===== src/rtl/br_resolve_queue_if.sv =====
// Handshake bundle between the predictor lookup, the branch resolution stage and
// the counter-update path of br_resolve_queue.
interface br_resolve_queue_if #(
    parameter int IDX_W = 10,
    parameter int GHR_W = 8
);
    logic             pred_valid;
    logic [IDX_W-1:0] pred_idx;
    logic [1:0]       pred_state;
    logic             pred_ready;

    logic             res_valid;
    logic             res_taken;
    logic             res_ready;
    logic             flush;

    logic [GHR_W-1:0] ghr_out;
    logic             upd_valid;
    logic [IDX_W-1:0] upd_idx;
    logic [1:0]       upd_data;
    logic             torn;
    logic             mispredict;

    // Pipeline side: issues predictions/resolutions, consumes updates and history.
    modport master (
        output pred_valid, pred_idx, pred_state, res_valid, res_taken, flush,
        input  pred_ready, res_ready, ghr_out, upd_valid, upd_idx, upd_data,
               torn, mispredict
    );

    // Queue side.
    modport slave (
        input  pred_valid, pred_idx, pred_state, res_valid, res_taken, flush,
        output pred_ready, res_ready, ghr_out, upd_valid, upd_idx, upd_data,
               torn, mispredict
    );
endinterface


===== src/rtl/br_resolve_queue.sv =====
// In-order queue of in-flight branch predictions: emits counter updates on
// resolution and maintains the speculative global history with mispredict repair.
module br_resolve_queue #(
    parameter int DEPTH = 8,
    parameter int IDX_W = 10,
    parameter int GHR_W = 8
) (
    input  logic                clk,
    input  logic                reset,
    br_resolve_queue_if.slave   bus
);
    localparam int PTR_W = (DEPTH > 1) ? $clog2(DEPTH) : 1;
    localparam int CNT_W = $clog2(DEPTH + 1);

    // Only the low GHR_W-1 history bits survive a repair shift, so the MSB is not stored.
    logic [IDX_W-1:0] idx_mem  [DEPTH];
    logic [1:0]       st_mem   [DEPTH];
    logic [GHR_W-2:0] snap_mem [DEPTH];

    logic [PTR_W-1:0] wr_q, wr_d;
    logic [PTR_W-1:0] rd_q, rd_d;
    logic [CNT_W-1:0] count_q, count_d;
    logic [GHR_W-1:0] ghr_q, ghr_d;

    logic             upd_valid_q, upd_valid_d;
    logic [IDX_W-1:0] upd_idx_q, upd_idx_d;
    logic [1:0]       upd_data_q, upd_data_d;
    logic             torn_q, torn_d;
    logic             mispredict_q, mispredict_d;

    logic             full;
    logic             empty;
    logic             push;
    logic             pop;
    logic             push_ok;
    logic             mis;
    logic             clear;
    logic [IDX_W-1:0] head_idx;
    logic [1:0]       head_st;
    logic [GHR_W-2:0] head_snap;

    assign full  = (count_q == CNT_W'(DEPTH));
    assign empty = (count_q == '0);

    assign head_idx  = idx_mem[rd_q];
    assign head_st   = st_mem[rd_q];
    assign head_snap = snap_mem[rd_q];

    always_comb begin
        push    = bus.pred_valid & ~full;
        pop     = bus.res_valid & ~empty;
        mis     = pop & (bus.res_taken ^ head_st[1]);
        clear   = bus.flush | mis;
        push_ok = push & ~clear;

        wr_d         = wr_q;
        rd_d         = rd_q;
        count_d      = count_q;
        ghr_d        = ghr_q;
        upd_valid_d  = pop;
        mispredict_d = mis;
        upd_idx_d    = upd_idx_q;
        upd_data_d   = upd_data_q;
        torn_d       = torn_q;

        if (clear) begin
            wr_d    = '0;
            rd_d    = '0;
            count_d = '0;
        end else begin
            if (push_ok) begin
                wr_d = (wr_q == PTR_W'(DEPTH - 1)) ? '0 : wr_q + 1'b1;
            end
            if (pop) begin
                rd_d = (rd_q == PTR_W'(DEPTH - 1)) ? '0 : rd_q + 1'b1;
            end
            case ({push_ok, pop})
                2'b10:   count_d = count_q + 1'b1;
                2'b01:   count_d = count_q - 1'b1;
                default: count_d = count_q;
            endcase
        end

        // Repair rebuilds history as if the resolved branch had been predicted correctly.
        if (mis) begin
            ghr_d = {head_snap, bus.res_taken};
        end else if (push_ok) begin
            ghr_d = {ghr_q[GHR_W-2:0], bus.pred_state[1]};
        end

        if (pop) begin
            upd_idx_d  = head_idx;
            upd_data_d = head_st;
            torn_d     = bus.res_taken;
        end
    end

    always_ff @(posedge clk) begin
        if (reset) begin
            wr_q         <= '0;
            rd_q         <= '0;
            count_q      <= '0;
            ghr_q        <= '0;
            upd_valid_q  <= 1'b0;
            upd_idx_q    <= '0;
            upd_data_q   <= 2'b00;
            torn_q       <= 1'b0;
            mispredict_q <= 1'b0;
        end else begin
            wr_q         <= wr_d;
            rd_q         <= rd_d;
            count_q      <= count_d;
            ghr_q        <= ghr_d;
            upd_valid_q  <= upd_valid_d;
            upd_idx_q    <= upd_idx_d;
            upd_data_q   <= upd_data_d;
            torn_q       <= torn_d;
            mispredict_q <= mispredict_d;
        end
    end

    // Entry storage needs no reset: pointers and count define which slots are live.
    always_ff @(posedge clk) begin
        if (push_ok) begin
            idx_mem[wr_q]  <= bus.pred_idx;
            st_mem[wr_q]   <= bus.pred_state;
            snap_mem[wr_q] <= ghr_q[GHR_W-2:0];
        end
    end

    assign bus.pred_ready = ~full;
    assign bus.res_ready  = ~empty;
    assign bus.ghr_out    = ghr_q;
    assign bus.upd_valid  = upd_valid_q;
    assign bus.upd_idx    = upd_idx_q;
    assign bus.upd_data   = upd_data_q;
    assign bus.torn       = torn_q;
    assign bus.mispredict = mispredict_q;
endmodule


===== src/flat_wrapper.sv =====
// flat-port wrapper written by rule: the top's interface ports become plain ports
module br_resolve_queue_flat 
#(
    parameter int DEPTH = 8,
    parameter int IDX_W = 10,
    parameter int GHR_W = 8
)
  (clk, reset, bus_pred_valid, bus_pred_idx, bus_pred_state, bus_res_valid, bus_res_taken, bus_flush, bus_pred_ready, bus_res_ready, bus_ghr_out, bus_upd_valid, bus_upd_idx, bus_upd_data, bus_torn, bus_mispredict);
  br_resolve_queue_if #(.IDX_W(IDX_W), .GHR_W(GHR_W)) bus_i ();
  input  logic clk;
  input  logic reset;
  input wire logic [$bits(bus_i.pred_valid)-1:0] bus_pred_valid;
  input wire logic [$bits(bus_i.pred_idx)-1:0] bus_pred_idx;
  input wire logic [$bits(bus_i.pred_state)-1:0] bus_pred_state;
  input wire logic [$bits(bus_i.res_valid)-1:0] bus_res_valid;
  input wire logic [$bits(bus_i.res_taken)-1:0] bus_res_taken;
  input wire logic [$bits(bus_i.flush)-1:0] bus_flush;
  output wire logic [$bits(bus_i.pred_ready)-1:0] bus_pred_ready;
  output wire logic [$bits(bus_i.res_ready)-1:0] bus_res_ready;
  output wire logic [$bits(bus_i.ghr_out)-1:0] bus_ghr_out;
  output wire logic [$bits(bus_i.upd_valid)-1:0] bus_upd_valid;
  output wire logic [$bits(bus_i.upd_idx)-1:0] bus_upd_idx;
  output wire logic [$bits(bus_i.upd_data)-1:0] bus_upd_data;
  output wire logic [$bits(bus_i.torn)-1:0] bus_torn;
  output wire logic [$bits(bus_i.mispredict)-1:0] bus_mispredict;
  assign bus_i.pred_valid = bus_pred_valid;
  assign bus_i.pred_idx = bus_pred_idx;
  assign bus_i.pred_state = bus_pred_state;
  assign bus_i.res_valid = bus_res_valid;
  assign bus_i.res_taken = bus_res_taken;
  assign bus_i.flush = bus_flush;
  assign bus_pred_ready = bus_i.pred_ready;
  assign bus_res_ready = bus_i.res_ready;
  assign bus_ghr_out = bus_i.ghr_out;
  assign bus_upd_valid = bus_i.upd_valid;
  assign bus_upd_idx = bus_i.upd_idx;
  assign bus_upd_data = bus_i.upd_data;
  assign bus_torn = bus_i.torn;
  assign bus_mispredict = bus_i.mispredict;
  br_resolve_queue #(.DEPTH(DEPTH), .IDX_W(IDX_W), .GHR_W(GHR_W)) u_core (.clk(clk), .reset(reset), .bus(bus_i));
endmodule

===== config.mk =====
export PLATFORM = sky130hd
export DESIGN_NAME = br_resolve_queue_flat
export DESIGN_NICKNAME = d
export VERILOG_FILES = /design/src/rtl/br_resolve_queue_if.sv /design/src/rtl/br_resolve_queue.sv /design/src/flat_wrapper.sv
export SDC_FILE = /design/constraint.sdc
export NUM_CORES = 1
export LEC_CHECK = 0
export ABC_AREA = 1
export BUFFER_PORTS_ARGS = -buffer_cell sky130_fd_sc_hd__buf_2
export CORE_MARGIN = 1.5
export CORE_UTILIZATION = 45
export CTS_CLUSTER_SIZE = 10
export DETAILED_ROUTE_END_ITERATION = 8
export GPL_TIMING_DRIVEN = 0
export PLACE_DENSITY = 0.6
export SLEW_MARGIN = 5
export SYNTH_ARGS = -nofsm -noshare
export SYNTH_HDL_FRONTEND = slang
export SYNTH_SLANG_ARGS = --single-unit

===== constraint.sdc =====
create_clock -name clk -period 4.7 [get_ports clk]
set_input_delay 0.235 -clock clk [delete_from_list [all_inputs] [get_ports clk]]
set_output_delay 0.235 -clock clk [all_outputs]
set_load 0.05 [all_outputs]

==> flow_summary.toml <==
[pwr]
power_switching_mw = 0.768
peakVddDrop_v = 0.000282
power.density_nw_per_um2 = 389
switching_share_pct = 22.3
leakage_nw = 3.16
p_int_mw = 2.67
seqPwrFrac_pct = 53.2
power_frac_clock_pct = 41.3
p_comb_share_pct = 5.5

[global_route]
grt_overflow_total = 0
gr-usage-met1_pct = 24.9
grt_pass1_vias = 4944
antenna_found_initial = 0
grt_max_degree = 17
use_met2_pct = 39.5
gr-usage-all-layers_pct = 21.7
grt_pass1_wl_um = 27900
grt_most_used_layer = "met2"
grt_util_met3_pct = 4.02

[critical_path]
required_ps = 4850
crit_type = "reg2reg"
cp-end-kind = "flop"
cp_max_fo = 11
r2r_cells = 10
start_kind = "flop"
crit_arrival_ps = 3020

[placement]
gp_congestion = 0.792
io_buffers = 41
place_ws_ps = 1810
dp_hpwl_um = 12400

[finish]
fin_util_pct = 53.6
nets = 731
drive_above_1_share_pct = 17.1
n_antenna_cell = 0
syn2layout_area_growth_pct = 16.9

[routing]
ant_nets = 0
wl_per_cell_um = 19.2
drtIter0Drc = 307
drc = 0
wl_um = 18100
num_vias = 4997
vias_per_cell = 5.32
drtPass1Iterations = 4

[synth]
ys_types = 35
syn_avg_cell_area_um2 = 12.0
synth.top_cell.area_share_pct = 60.4
synth_top_cell_by_area = "edfxtp_1"
synth-seq-cells = 188
syn_nets = 654
syn_area_um2 = 7560
netlist_top_cells_area = "edfxtp_1 60%, dfxtp_1 9.5%, nor2_1 4.8%"
synth_warnings = 0
synth_seq_area_share_pct = 69.9
synthCells = 629

[clock_network]
cts_sinks = 188
post-cts-setup-buffers = 0
ctsResizeCount = 0
root_buffer = "clkbuf_16"
numCtsBuffers = 17
insertion_delay_ps = 440
cts_tree = "built"
clkTransAtPathRegs_ps = 70
cts.path.max_buffers = 2
htree_levels = 4

[timing]
grt_setup_unrepaired = "no"
finalHoldViolations = 0
period_share_pct = 61.1
max_clock_freq_ghz = 0.348
worst_slack_ps = 1830
finalClockSkew_ps = 10.2
final-setup-viol-count = 0
slew_viol_final = 0
fin_crit_ps = 2870
slew_headroom_pct = 43.1
tns_ps = 0
worst_pin_slew_ps = 849

[die]
die_w_um = 133
io-pin-count = 43
rows = 47
core_area_um2 = 16500
fp.dieArea_um2 = 17600
die_h_um = 133
start_util_pct = 45.9

[job]
cap_viol_max_count = 0

[min_path]
worstHoldPathType = "in2reg"
hold_depth = 1

[outcome]
run_status = "completed"
power by group through the flow:
| stage | Clock [mW] | Sequential (mW) | Combinational [mW] |
|---|---|---|---|
| 2_1_floorplan | 0 | 1.89 | 0.0974 |
| 3_3_place_gp | 0 | 1.86 | 0.180 |
| 3_5_place_dp | 0 | 1.86 | 0.189 |
| 4_1_cts | 1.45 | 1.83 | 0.191 |
| 5_1_grt | 1.51 | 1.83 | 0.207 |
| 6_report | 1.42 | 1.83 | 0.189 |
area by class of cell:
class | instances | area, um^2
fill | 1409 | 7630
sequential | 188 | 5290
multi-input combinational | 379 | 2040
clock buffer | 19 | 443
timing repair buffer | 58 | 377
tap | 220 | 275
buffer | 34 | 168
clock inverter | 13 | 141
inverter | 28 | 108
worst paths after layout:
kind / from / end / slack, ps
max: flop / u_core.snap_mem[4][6] / 1830
min reg2reg: u_core.bus.upd_idx[9] / u_core.bus.upd_idx[9] / 470
min: bus_pred_idx[9] / u_core.idx_mem[6][9] / 60
max reg2reg: flop / u_core.snap_mem[4][6] / 1830
registers in the layout, summed over array words and instances, names as in the netlist, named ones only:
name	count
u_core.count_q	4
u_core.bus.mispredict	1
u_core.rd_q	3
u_core.bus.upd_idx	10
u_core.bus.ghr_out	8
u_core.snap_mem	56
u_core.bus.upd_data	2
u_core.wr_q	3
u_core.bus.upd_valid	1
u_core.idx_mem	80
u_core.bus.torn	1
u_core.st_mem	16
repair_timing:
action | in CTS | in global routing
setup endpoints to repair | 0 | 0
hold buffers | 1 | 0
hold endpoints to repair | 2 | 0
per-stage QoR:
stage	hold WS, ps	instances	power (mW)	area (um^2)
floorplan	304	629	1.98	7560
global placement	450	890	2.04	8040
detailed placement	456	906	2.05	8240
CTS	53.1	939	3.46	8830
global route	60.6	939	3.55	8830
finish	64.7	939	3.44	8830
synthesized netlist by cell type (all sizes together):
| library cell | number |
|---|---|
| a211oi | 1 |
| a21boi | 1 |
| a21oi | 29 |
| a22o | 1 |
| buf | 14 |
| clkbuf | 20 |
| clkinv | 1 |
| dfxtp | 36 |
| edfxtp | 152 |
| ha | 7 |
| inv | 27 |
| mux2i | 10 |
| nand2 | 86 |
| nand3 | 23 |
| nand4 | 3 |
| nor2 | 97 |
| nor3 | 8 |
| o211ai | 21 |
| o21ai | 66 |
| o221ai | 11 |
| o22ai | 1 |
| o32ai | 10 |
| xnor2 | 1 |
| xor2 | 3 |
layer usage:
layer,vias to the layer above,routed length [um],share of wire (%)
li1,2428,-,-
met1,2429,7270,40
met2,109,9660,53
met3,31,694,3.8
met4,0,448,2.5
met5,-,0,0
cell usage in the layout (no fill, tap or decap), types with 2 or more instances in the layout:
cell type / synthesis / routed
a21oi_1: 29 / 29
buf_2: 8 / 49
buf_4: 2 / 7
buf_6: 3 / 14
bufinv_16: 0 / 2
clkbuf_1: 20 / 21
clkbuf_16: 0 / 17
clkinv_1: 1 / 2
clkinv_2: 0 / 2
clkinv_4: 0 / 3
clkinvlp_4: 0 / 2
dfxtp_1: 36 / 36
edfxtp_1: 152 / 152
ha_1: 7 / 7
inv_1: 24 / 24
inv_2: 2 / 2
inv_6: 0 / 3
mux2i_1: 10 / 10
nand2_1: 84 / 84
nand2_2: 2 / 2
nand3_1: 16 / 16
nand3_2: 5 / 5
nand3_4: 2 / 2
nand4_1: 3 / 3
nor2_1: 96 / 96
nor3_2: 0 / 8
o211ai_1: 21 / 21
o21ai_0: 55 / 55
o21ai_1: 10 / 10
o221ai_1: 11 / 11
o32ai_1: 10 / 10
xor2_1: 3 / 3
cells by family (layout without fill, tap and decap cells):
group / Yosys count / count (layout) / share of synthesized area [%]
fa+ha+maj: 7 / 7 / 1.16
simple gates: 217 / 217 / 12.2
buf+inv: 62 / 152 / 3.64
flops: 188 / 188 / 69.9
xor+xnor: 4 / 4 / 0.464
compound gates: 141 / 141 / 11.3
mux: 10 / 10 / 1.32
critical path, stage by stage (launching register included):
cell,delay [ps]
dfxtp_1,300
buf_2,240
inv_2,170
nand3_2,170
nand3_4,140
nand3_4,170
nand3_2,120
buf_6,170
nor3_2,620
buf_4,330
buf_6,160
(Power assumes the default switching activity.)
